`config.mk`:
```
export PLATFORM = sky130hd
export DESIGN_NAME = interrupt_state_controller_flat
export DESIGN_NICKNAME = d
export VERILOG_FILES = /design/src/rtl/interrupt_state_controller_pkg.sv /design/src/rtl/interrupt_state_controller_if.sv /design/src/rtl/interrupt_state_controller.sv /design/src/flat_wrapper.sv
export SDC_FILE = /design/constraint.sdc
export NUM_CORES = 1
export LEC_CHECK = 0
export CORE_ASPECT_RATIO = 0.9
export CORE_UTILIZATION = 55
export DETAILED_ROUTE_END_ITERATION = 12
export DONT_BUFFER_PORTS = 1
export PLACE_DENSITY = 0.74
export RECOVER_POWER = 25
export SYNTH_ARGS = -nofsm -noshare
export SYNTH_HDL_FRONTEND = slang
export SYNTH_SLANG_ARGS = --single-unit
```
`constraint.sdc`:
```
create_clock -name clk -period 6.9 [get_ports clk]
set_clock_uncertainty 0.1 [all_clocks]
set_input_delay 1.38 -clock clk [delete_from_list [all_inputs] [get_ports clk]]
set_output_delay 1.38 -clock clk [all_outputs]
set_load 0.02 [all_outputs]
```
`src/rtl/interrupt_state_controller_pkg.sv`:
```
// Shared encodings for the interrupt save/restore sequencer. The ALU stage
// compares stateType/saveStateCounter against these same constants.
package interrupt_state_controller_pkg;

    localparam int STATE_W = 3;
    localparam int CNT_W   = 3;

    typedef enum logic [STATE_W-1:0] {
        ST_IDLE    = 3'd0,
        ST_SAVE    = 3'd1,
        ST_RESTORE = 3'd2
    } state_t;

    localparam logic [CNT_W-1:0] CNT_IDLE       = 3'd0;
    localparam logic [CNT_W-1:0] CNT_FIRST      = 3'd1;
    localparam logic [CNT_W-1:0] CNT_SECOND     = 3'd2;
    localparam logic [CNT_W-1:0] CNT_FLAG_LOAD  = 3'd3;
    localparam logic [CNT_W-1:0] CNT_LAST       = 3'd4;

endpackage

```
`src/rtl/interrupt_state_controller_if.sv`:
```
// Bundle of request, stack-memory, SP and PC-redirect signals between the
// interrupt sequencer (master) and the surrounding pipeline (slave).
interface interrupt_state_controller_if;
    import interrupt_state_controller_pkg::*;

    logic               interrupt;
    logic               rti_req;
    logic [15:0]        pc_current;
    logic [2:0]         flags;
    logic [15:0]        sp;
    logic [15:0]        mem_data_in;

    logic [STATE_W-1:0] stateType;
    logic [CNT_W-1:0]   saveStateCounter;
    logic               stall;
    logic [15:0]        mem_addr;
    logic [15:0]        mem_wdata;
    logic               mem_write;
    logic               mem_read;
    logic [15:0]        sp_next;
    logic               sp_we;
    logic               pc_load;
    logic [15:0]        pc_value;

    modport master (
        input  interrupt, rti_req, pc_current, flags, sp, mem_data_in,
        output stateType, saveStateCounter, stall,
               mem_addr, mem_wdata, mem_write, mem_read,
               sp_next, sp_we, pc_load, pc_value
    );

    modport slave (
        output interrupt, rti_req, pc_current, flags, sp, mem_data_in,
        input  stateType, saveStateCounter, stall,
               mem_addr, mem_wdata, mem_write, mem_read,
               sp_next, sp_we, pc_load, pc_value
    );

endinterface

```
`src/rtl/interrupt_state_controller.sv`:
```
// Four-step interrupt state-save / RTI state-restore sequencer. Every output
// is decoded from registered state so no input reaches an output directly.
module interrupt_state_controller
    import interrupt_state_controller_pkg::*;
#(
    parameter logic [15:0] INT_VECTOR = 16'h0020
) (
    input  logic                          clk,
    input  logic                          rst,
    interrupt_state_controller_if.master  bus
);

    state_t             state_q, state_d;
    logic [CNT_W-1:0]   cnt_q, cnt_d;

    logic               int_pend_q, rti_pend_q;
    logic [15:0]        saved_pc_q;
    logic [2:0]         saved_flags_q;
    logic [15:0]        sp_q;
    logic [15:0]        pc_restore_q;

    logic               start_save, start_rti;

    logic               mem_write_c, mem_read_c, sp_we_c, pc_load_c;
    logic [15:0]        mem_addr_c, mem_wdata_c, sp_next_c, pc_value_c;

    // Interrupt always wins when both requests are pending in IDLE.
    assign start_save = (state_q == ST_IDLE) && int_pend_q;
    assign start_rti  = (state_q == ST_IDLE) && !int_pend_q && rti_pend_q;

    always_ff @(posedge clk or posedge rst) begin
        if (rst) begin
            state_q <= ST_IDLE;
            cnt_q   <= CNT_IDLE;
        end else begin
            state_q <= state_d;
            cnt_q   <= cnt_d;
        end
    end

    always_comb begin
        state_d = state_q;
        cnt_d   = cnt_q;
        if (state_q == ST_IDLE) begin
            if (start_save) begin
                state_d = ST_SAVE;
                cnt_d   = CNT_FIRST;
            end else if (start_rti) begin
                state_d = ST_RESTORE;
                cnt_d   = CNT_FIRST;
            end
        end else if (cnt_q == CNT_LAST) begin
            state_d = ST_IDLE;
            cnt_d   = CNT_IDLE;
        end else begin
            cnt_d   = cnt_q + 3'd1;
        end
    end

    always_comb begin
        mem_write_c = 1'b0;
        mem_read_c  = 1'b0;
        mem_addr_c  = 16'h0000;
        mem_wdata_c = 16'h0000;
        sp_next_c   = 16'h0000;
        sp_we_c     = 1'b0;
        pc_load_c   = 1'b0;
        pc_value_c  = 16'h0000;
        case (state_q)
            ST_SAVE: begin
                case (cnt_q)
                    CNT_FIRST: begin
                        mem_write_c = 1'b1;
                        mem_addr_c  = sp_q;
                        mem_wdata_c = {13'b0, saved_flags_q};
                        sp_next_c   = sp_q - 16'd1;
                        sp_we_c     = 1'b1;
                    end
                    CNT_SECOND: begin
                        mem_write_c = 1'b1;
                        mem_addr_c  = sp_q;
                        mem_wdata_c = saved_pc_q;
                        sp_next_c   = sp_q - 16'd1;
                        sp_we_c     = 1'b1;
                    end
                    CNT_FLAG_LOAD: begin
                        pc_load_c   = 1'b1;
                        pc_value_c  = INT_VECTOR;
                    end
                    default: ;
                endcase
            end
            ST_RESTORE: begin
                case (cnt_q)
                    CNT_FIRST, CNT_SECOND: begin
                        mem_read_c  = 1'b1;
                        mem_addr_c  = sp_q + 16'd1;
                        sp_next_c   = sp_q + 16'd1;
                        sp_we_c     = 1'b1;
                    end
                    CNT_FLAG_LOAD: begin
                        pc_load_c   = 1'b1;
                        pc_value_c  = pc_restore_q;
                    end
                    default: ;
                endcase
            end
            default: ;
        endcase
    end

    // Internal SP copy follows sp_next so the sequence never looks at bus.sp
    // after its starting edge.
    always_ff @(posedge clk or posedge rst) begin
        if (rst) begin
            int_pend_q    <= 1'b0;
            rti_pend_q    <= 1'b0;
            saved_pc_q    <= 16'h0000;
            saved_flags_q <= 3'b000;
            sp_q          <= 16'h0000;
            pc_restore_q  <= 16'h0000;
        end else begin
            int_pend_q <= bus.interrupt | (int_pend_q & ~start_save);
            rti_pend_q <= bus.rti_req   | (rti_pend_q & ~start_rti);
            if (start_save || start_rti) begin
                saved_pc_q    <= bus.pc_current;
                saved_flags_q <= bus.flags;
                sp_q          <= bus.sp;
            end else if (sp_we_c) begin
                sp_q          <= sp_next_c;
            end
            // Saved PC read in cnt1 arrives on the bus during cnt2.
            if (state_q == ST_RESTORE && cnt_q == CNT_SECOND)
                pc_restore_q <= bus.mem_data_in;
        end
    end

    assign bus.stateType        = state_q;
    assign bus.saveStateCounter = cnt_q;
    assign bus.stall            = (state_q != ST_IDLE);
    assign bus.mem_write        = mem_write_c;
    assign bus.mem_read         = mem_read_c;
    assign bus.mem_addr         = mem_addr_c;
    assign bus.mem_wdata        = mem_wdata_c;
    assign bus.sp_next          = sp_next_c;
    assign bus.sp_we            = sp_we_c;
    assign bus.pc_load          = pc_load_c;
    assign bus.pc_value         = pc_value_c;

endmodule

```
`src/flat_wrapper.sv`:
```
// flat-port wrapper written by rule: the top's interface ports become plain ports
module interrupt_state_controller_flat import interrupt_state_controller_pkg::*;
#(
    parameter logic [15:0] INT_VECTOR = 16'h0020
)
  (clk, rst, bus_interrupt, bus_rti_req, bus_pc_current, bus_flags, bus_sp, bus_mem_data_in, bus_stateType, bus_saveStateCounter, bus_stall, bus_mem_addr, bus_mem_wdata, bus_mem_write, bus_mem_read, bus_sp_next, bus_sp_we, bus_pc_load, bus_pc_value);
  interrupt_state_controller_if bus_i ();
  input  logic clk;
  input  logic rst;
  input wire logic [$bits(bus_i.interrupt)-1:0] bus_interrupt;
  input wire logic [$bits(bus_i.rti_req)-1:0] bus_rti_req;
  input wire logic [$bits(bus_i.pc_current)-1:0] bus_pc_current;
  input wire logic [$bits(bus_i.flags)-1:0] bus_flags;
  input wire logic [$bits(bus_i.sp)-1:0] bus_sp;
  input wire logic [$bits(bus_i.mem_data_in)-1:0] bus_mem_data_in;
  output wire logic [$bits(bus_i.stateType)-1:0] bus_stateType;
  output wire logic [$bits(bus_i.saveStateCounter)-1:0] bus_saveStateCounter;
  output wire logic [$bits(bus_i.stall)-1:0] bus_stall;
  output wire logic [$bits(bus_i.mem_addr)-1:0] bus_mem_addr;
  output wire logic [$bits(bus_i.mem_wdata)-1:0] bus_mem_wdata;
  output wire logic [$bits(bus_i.mem_write)-1:0] bus_mem_write;
  output wire logic [$bits(bus_i.mem_read)-1:0] bus_mem_read;
  output wire logic [$bits(bus_i.sp_next)-1:0] bus_sp_next;
  output wire logic [$bits(bus_i.sp_we)-1:0] bus_sp_we;
  output wire logic [$bits(bus_i.pc_load)-1:0] bus_pc_load;
  output wire logic [$bits(bus_i.pc_value)-1:0] bus_pc_value;
  assign bus_i.interrupt = bus_interrupt;
  assign bus_i.rti_req = bus_rti_req;
  assign bus_i.pc_current = bus_pc_current;
  assign bus_i.flags = bus_flags;
  assign bus_i.sp = bus_sp;
  assign bus_i.mem_data_in = bus_mem_data_in;
  assign bus_stateType = bus_i.stateType;
  assign bus_saveStateCounter = bus_i.saveStateCounter;
  assign bus_stall = bus_i.stall;
  assign bus_mem_addr = bus_i.mem_addr;
  assign bus_mem_wdata = bus_i.mem_wdata;
  assign bus_mem_write = bus_i.mem_write;
  assign bus_mem_read = bus_i.mem_read;
  assign bus_sp_next = bus_i.sp_next;
  assign bus_sp_we = bus_i.sp_we;
  assign bus_pc_load = bus_i.pc_load;
  assign bus_pc_value = bus_i.pc_value;
  interrupt_state_controller #(.INT_VECTOR(INT_VECTOR)) u_core (.clk(clk), .rst(rst), .bus(bus_i));
endmodule
```
After elaboration in Yosys (flattened, before gate mapping) --
Index checks and enable logic that the tools add are counted.
Word-level totals: register bits 59, bits in latches 0, memory bits (writable) 0, memory bits (read-only) 0, bits of input ports 55, output and inout bits 75, word-level logic and storage cells 63, memories kept 0
Operators by class: $add $sub $neg 3, multiply operators 0, div/mod/pow operators 0, magnitude comparators 0, eq/ne operators 7, shifts and indexed selects 0, muxes and demuxes 26, bitwise operators 6, reductions and logical operators 13
Operator list (number):
- one-hot mux 16 bit (2 select lines) | 4
- 2-to-1 mux 16 bit | 7
- 2-to-1 mux 3 bit | 8
- adder 16 x 1 -> 16 bit (second input constant) | 1
- subtractor 16 x 1 -> 16 bit (second input constant) | 1
- == test 3 x 2 -> 1 bit (second input constant) | 3
- == test 3 x 1 -> 1 bit (second input constant) | 2
- 2-to-1 mux 1 bit | 6
- 2-to-1 mux 6 bit | 1
- logical AND 1 bit | 4
- nonzero test 2 bit | 2
- OR reduction 2 bit | 2
- adder 3 x 1 -> 3 bit (second input constant) | 1
- == test 3 bit (second input constant) | 1
- zero test 3 bit | 1
- != test 3 x 1 -> 1 bit (second input constant) | 1
- nonzero test 3 bit | 1
- AND 1 bit | 2
- inverter 1 bit | 2
- bitwise OR 1 bit | 2
- AND reduction 2 bit | 1
- zero test 1 bit | 1
- logical OR 1 bit | 1

Depth between registers and ports, before layout --
word-level depth 6, mapped depth 11, depth with buffers taken out 8

Worst setup path after synthesis --
OpenSTA, ideal clock, no wires.
path type flip-flop to output port, start register u_core.cnt_q[0], in the netlist u_core.bus.saveStateCounter[0], end output bus_mem_addr[3], arrival time 2.317 ns, data required time 5.420 ns, setup slack 3.103 ns, stages on the path, launching flop included 11, buffers on the path 3, cells stage by stage dfrtp_1 inv_1 ha_1 buf_2 or2_1 nand2_1 inv_1 buf_2 buf_2 o21ai_0 a21boi_0
On the way: longest elaborated chain between the ends 4, elaborated cells on any way between the ends 6, classes of those cells 2 x eq/ne; 3 x mux; 1 x reduce/logical
Ends and longest elaborated chain:
- from (decl) | RTL line interrupt_state_controller.sv:14 | logic [CNT_W-1:0] cnt_q, cnt_d;
- from (signal assigned) | RTL line interrupt_state_controller.sv:37 | cnt_q <= cnt_d;
- == test 3 x 1 -> 1 bit / == test 3 x 2 -> 1 bit (equally long branches) | RTL line interrupt_state_controller.sv:71, interrupt_state_controller.sv:94
- OR reduction 2 bit (no line) *
- 2-to-1 mux 16 bit, on equally long branches | RTL line interrupt_state_controller.sv:94, interrupt_state_controller.sv:71
- one-hot mux 16 bit (2 select lines) * | RTL line interrupt_state_controller.sv:69 | case (state_q)
- to (decl) | RTL line flat_wrapper.sv:19 | output wire logic [$bits(bus_i.mem_addr)-1:0] bus_mem_addr;
Mark *: on every way between the ends. The rest lies on a longest branch, timed or not.

Worst setup path in the final report --
start register u_core.cnt_q[0], in the netlist u_core.bus.saveStateCounter[0], end output bus_mem_addr[8]
The elaborated chain is that of the path after synthesis.

==> results_dict.tcl <==
set metrics [dict create \
    cts-hold-fix-buffers 0 \
    clkSinkCount 58 \
    synth.distinct_cells 68 \
    crit_start "u_core.bus.saveStateCounter[0]" \
    overflow 0 \
    synth_nets 578 \
    cp-start-kind "flop" \
    cap_violations 1 \
    crit_top_cell "inv_1" \
    crit_family "buffers and inverters" \
    post_cts_buffers 0 \
    rows 29 \
    die_area_um2 7840 \
    critPathRequiredTime_ns 5.42 \
    path_buf_inv 2 \
    max_stage_delay_ns 0.86 \
    routedWlPerCell_um 19.0 \
    syn_inst 513 \
    r2r_start "u_core.bus.saveStateCounter[0]" \
    fin_tns_setup_ns 0 \
    vias 3762 \
    synth_warnings 0 \
    port_buffers 0 \
    path_depth 7 \
    hpwl_mm 7.53 \
    yosysSeqAreaShare_pct 35.2 \
    crit_fanout 23 \
    ios 130 \
    drive_gt1_share_pct 10.8 \
    netlist_area_um2 4120 \
    crit_type "reg -> out" \
    grt_pass1_vias 3437 \
    cts_tree "yes" \
    min_path_type "reg -> reg" \
    p_leak_nw 1.89 \
    core_area_um2 7150 \
    setup_viol 0 \
    ys_ff_latch 58 \
    layout.nets 549 \
    crit_slowest_cell "inv_1" \
    worst_pin_slew_ns 3.23 \
    cts-root-buf "clkbuf_8" \
    design_power_total_mw 2.22 \
    r2r_slack_ns 3.07 \
    drt_wl_total_mm 11.1 \
    whs_path_depth 2 \
    clk_latency_ns 0.34 \
    ir_drop_mv 0.252 \
    yosys_most_used_dff "dfrtp_1" \
    cts_made_buffers 9 \
    dr.first_iter.drc_count 252 \
    rsz0062_at_grt "false" \
    min_from "u_core.saved_pc_q[15]" \
    drc 0 \
    htree_levels 3 \
    r2r_cells 8 \
    avgSynthCellArea_um2 8.03 \
    die_y_um 84.1 \
    gp_congestion 0.958 \
    nFillCells 665 \
    min_period_over_period_pct 78.6 \
    path_clk_slew_ns 0.08 \
    power_density_nw_per_um2 522 \
    max_freq_mhz 184 \
    postRouteAntennaNets 0 \
    grt.total_usage_pct 28.8 \
    status "complete, but fails checks" \
    via_per_inst 6.45 \
    rr_endpoint "u_core.sp_q[7]" \
    synth-async-reset-ratio_pct 100 \
    synth_edf_count 0 \
    slew_violations 59 \
    hold_viol 0 \
    worstSetupEndpointType "primary output" \
    area_growth_pct 3.34 \
    violations "max-capacitance violations, max-slew violations" \
    cts-resized-gates 0 \
    max_slew_margin_pct -116 \
    cp_cell_sequence "inv_1 -> ha_1 -> or2_1 -> nand2_1 -> inv_1 -> o21ai_0 -> a21boi_0" \
    min_period_ns 5.43 \
    hold_path_end "u_core.saved_pc_q[15]" \
    initial_core_util_pct 57.6 \
    grt_max_degree 59 \
    die_w_um 93.2 \
    antenna_found_initial 0 \
    dr.pass1.iters 6 \
    crit_arrival_ns 3.95 \
    cts_buffer_depth 2 \
    grt_pass1_wl_mm 17.6 \
]
[synthesized netlist by cell type, drive strengths merged, types with 3 or more instances]
cell type | count | area [um2]
a21boi | 6 | 45.0
o211ai | 4 | 30.0
buf | 22 | 109
nand2 | 97 | 367
a22oi | 9 | 67.6
inv | 15 | 56.3
mux2 | 16 | 180
a21o | 5 | 37.5
dfrtp | 58 | 1450
o211a | 5 | 50.1
o21ai | 26 | 130
and3 | 20 | 125
nand2b | 3 | 18.8
nand3 | 15 | 80.1
nor2b | 9 | 56.3
o221ai | 4 | 35.0
a21oi | 23 | 115
clkbuf | 24 | 91.3
or4 | 6 | 52.6
o21a | 3 | 22.5
o31a | 3 | 26.3
nor3 | 14 | 75.1
ha | 10 | 125
o22ai | 3 | 18.8
nand4 | 11 | 68.8
a22o | 3 | 26.3
nor4 | 6 | 43.8
a31oi | 6 | 37.5
nor3b | 3 | 27.5
and2 | 19 | 119
o32ai | 3 | 26.3
nor2 | 31 | 119
[worst max path at each step]
stage,endpoint,slack (ns)
6_report,bus_mem_addr[8],1.47
5_1_grt,bus_mem_addr[3],1.20
4_1_cts,bus_mem_addr[3],1.54
3_5_place_dp,bus_mem_addr[8],1.93
3_3_place_gp,bus_mem_addr[3],1.97
2_1_floorplan,bus_mem_addr[3],3.10
[worst register-to-register path, delay by kind of cell (launching register included)]
family / cells / cell delay (ns)
fa+ha+maj: 1 / 0.44
simple gates: 3 / 1.22
compound gates: 2 / 0.68
buf+inv: 2 / 0.75
flops: 1 / 0.54
[stage by stage]
| stage | std cells | instance area (um2) | util [%] | setup slack, ns | hold WS [ns] |
|---|---|---|---|---|---|
| after floorplan | 513 | 4120 | - | 3.10 | 0.337 |
| after global placement | 566 | 4090 | 57.2 | 1.97 | 0.350 |
| after detailed placement | 566 | 4090 | 57.2 | 1.93 | 0.356 |
| after CTS | 582 | 4260 | 59.5 | 1.54 | 0.371 |
| after global routing | 582 | 4250 | 59.5 | 1.20 | 0.376 |
| final | 583 | 4260 | 59.5 | 1.47 | 0.370 |
[area by class of cell]
| class | instances | area, um2 | share of cell area [%] |
|---|---|---|---|
| Tap cell | 93 | 116 | 2.73 |
| Multi-Input combinational cell | 394 | 2420 | 56.8 |
| Sequential cell | 58 | 1450 | 34.1 |
| Inverter | 15 | 56.3 | 1.32 |
| Timing Repair Buffer | 6 | 41.3 | 0.970 |
| Clock inverter | 5 | 30.0 | 0.706 |
| Antenna cell | 1 | 2.50 | 0.0588 |
| Clock buffer | 11 | 141 | 3.32 |
[metal layers]
metal / up-vias / track usage (%) / part of all wire, %
met5: - / 0 / 0
met4: 0 / 8.53 / 1.5
met3: 15 / 7.56 / 8.5
met2: 186 / 44.1 / 46
met1: 1789 / 39.8 / 44
li1: 1772 / - / -
[cells in the final DEF (no fill, tap or decap), types with 4 or more instances in the layout]
master | synthesis | layout
o211a_1 | 5 | 5
nand4_1 | 11 | 11
o211ai_1 | 4 | 4
a21boi_0 | 4 | 4
a31oi_1 | 6 | 6
or4_1 | 4 | 4
ha_1 | 10 | 10
a22oi_1 | 9 | 9
and2_1 | 19 | 19
dfrtp_1 | 58 | 58
mux2_2 | 16 | 16
a21oi_1 | 23 | 23
nand3_1 | 14 | 14
nor4_1 | 5 | 5
nor3_1 | 13 | 13
a21o_1 | 5 | 5
clkbuf_8 | 0 | 10
and3_1 | 20 | 20
nand2_1 | 96 | 96
inv_1 | 15 | 15
nor2_1 | 30 | 29
o221ai_1 | 4 | 4
o21ai_0 | 22 | 22
buf_4 | 2 | 5
nor2b_1 | 9 | 9
[sequential cells by signal, indices dropped and copies added (netlist names)]
name,cells
u_core.saved_flags_q,3
u_core.rti_pend_q,1
u_core.bus.stateType,2
u_core.pc_restore_q,16
u_core.saved_pc_q,16
u_core.sp_q,16
u_core.int_pend_q,1
u_core.bus.saveStateCounter,3
[cell families after synthesis]
kind of cell               synth area share [%]
AOI/OAI and AO/OA                          20.9
DFF                                        35.2
adders and majority gates                  3.04
buffers and inverters                      6.23
other                                    0.0911
xor gates and xnor gates                  0.213
muxes                                      5.17
and+or+nand+nor                            29.1
[where the power goes]
group,switching (mW),internal (mW),total (mW)
sequential,0.232,0.509,0.741
combinational,0.792,0.408,1.20
clock,0.144,0.138,0.282
total,1.17,1.06,2.22
(Power assumes the default switching activity.)
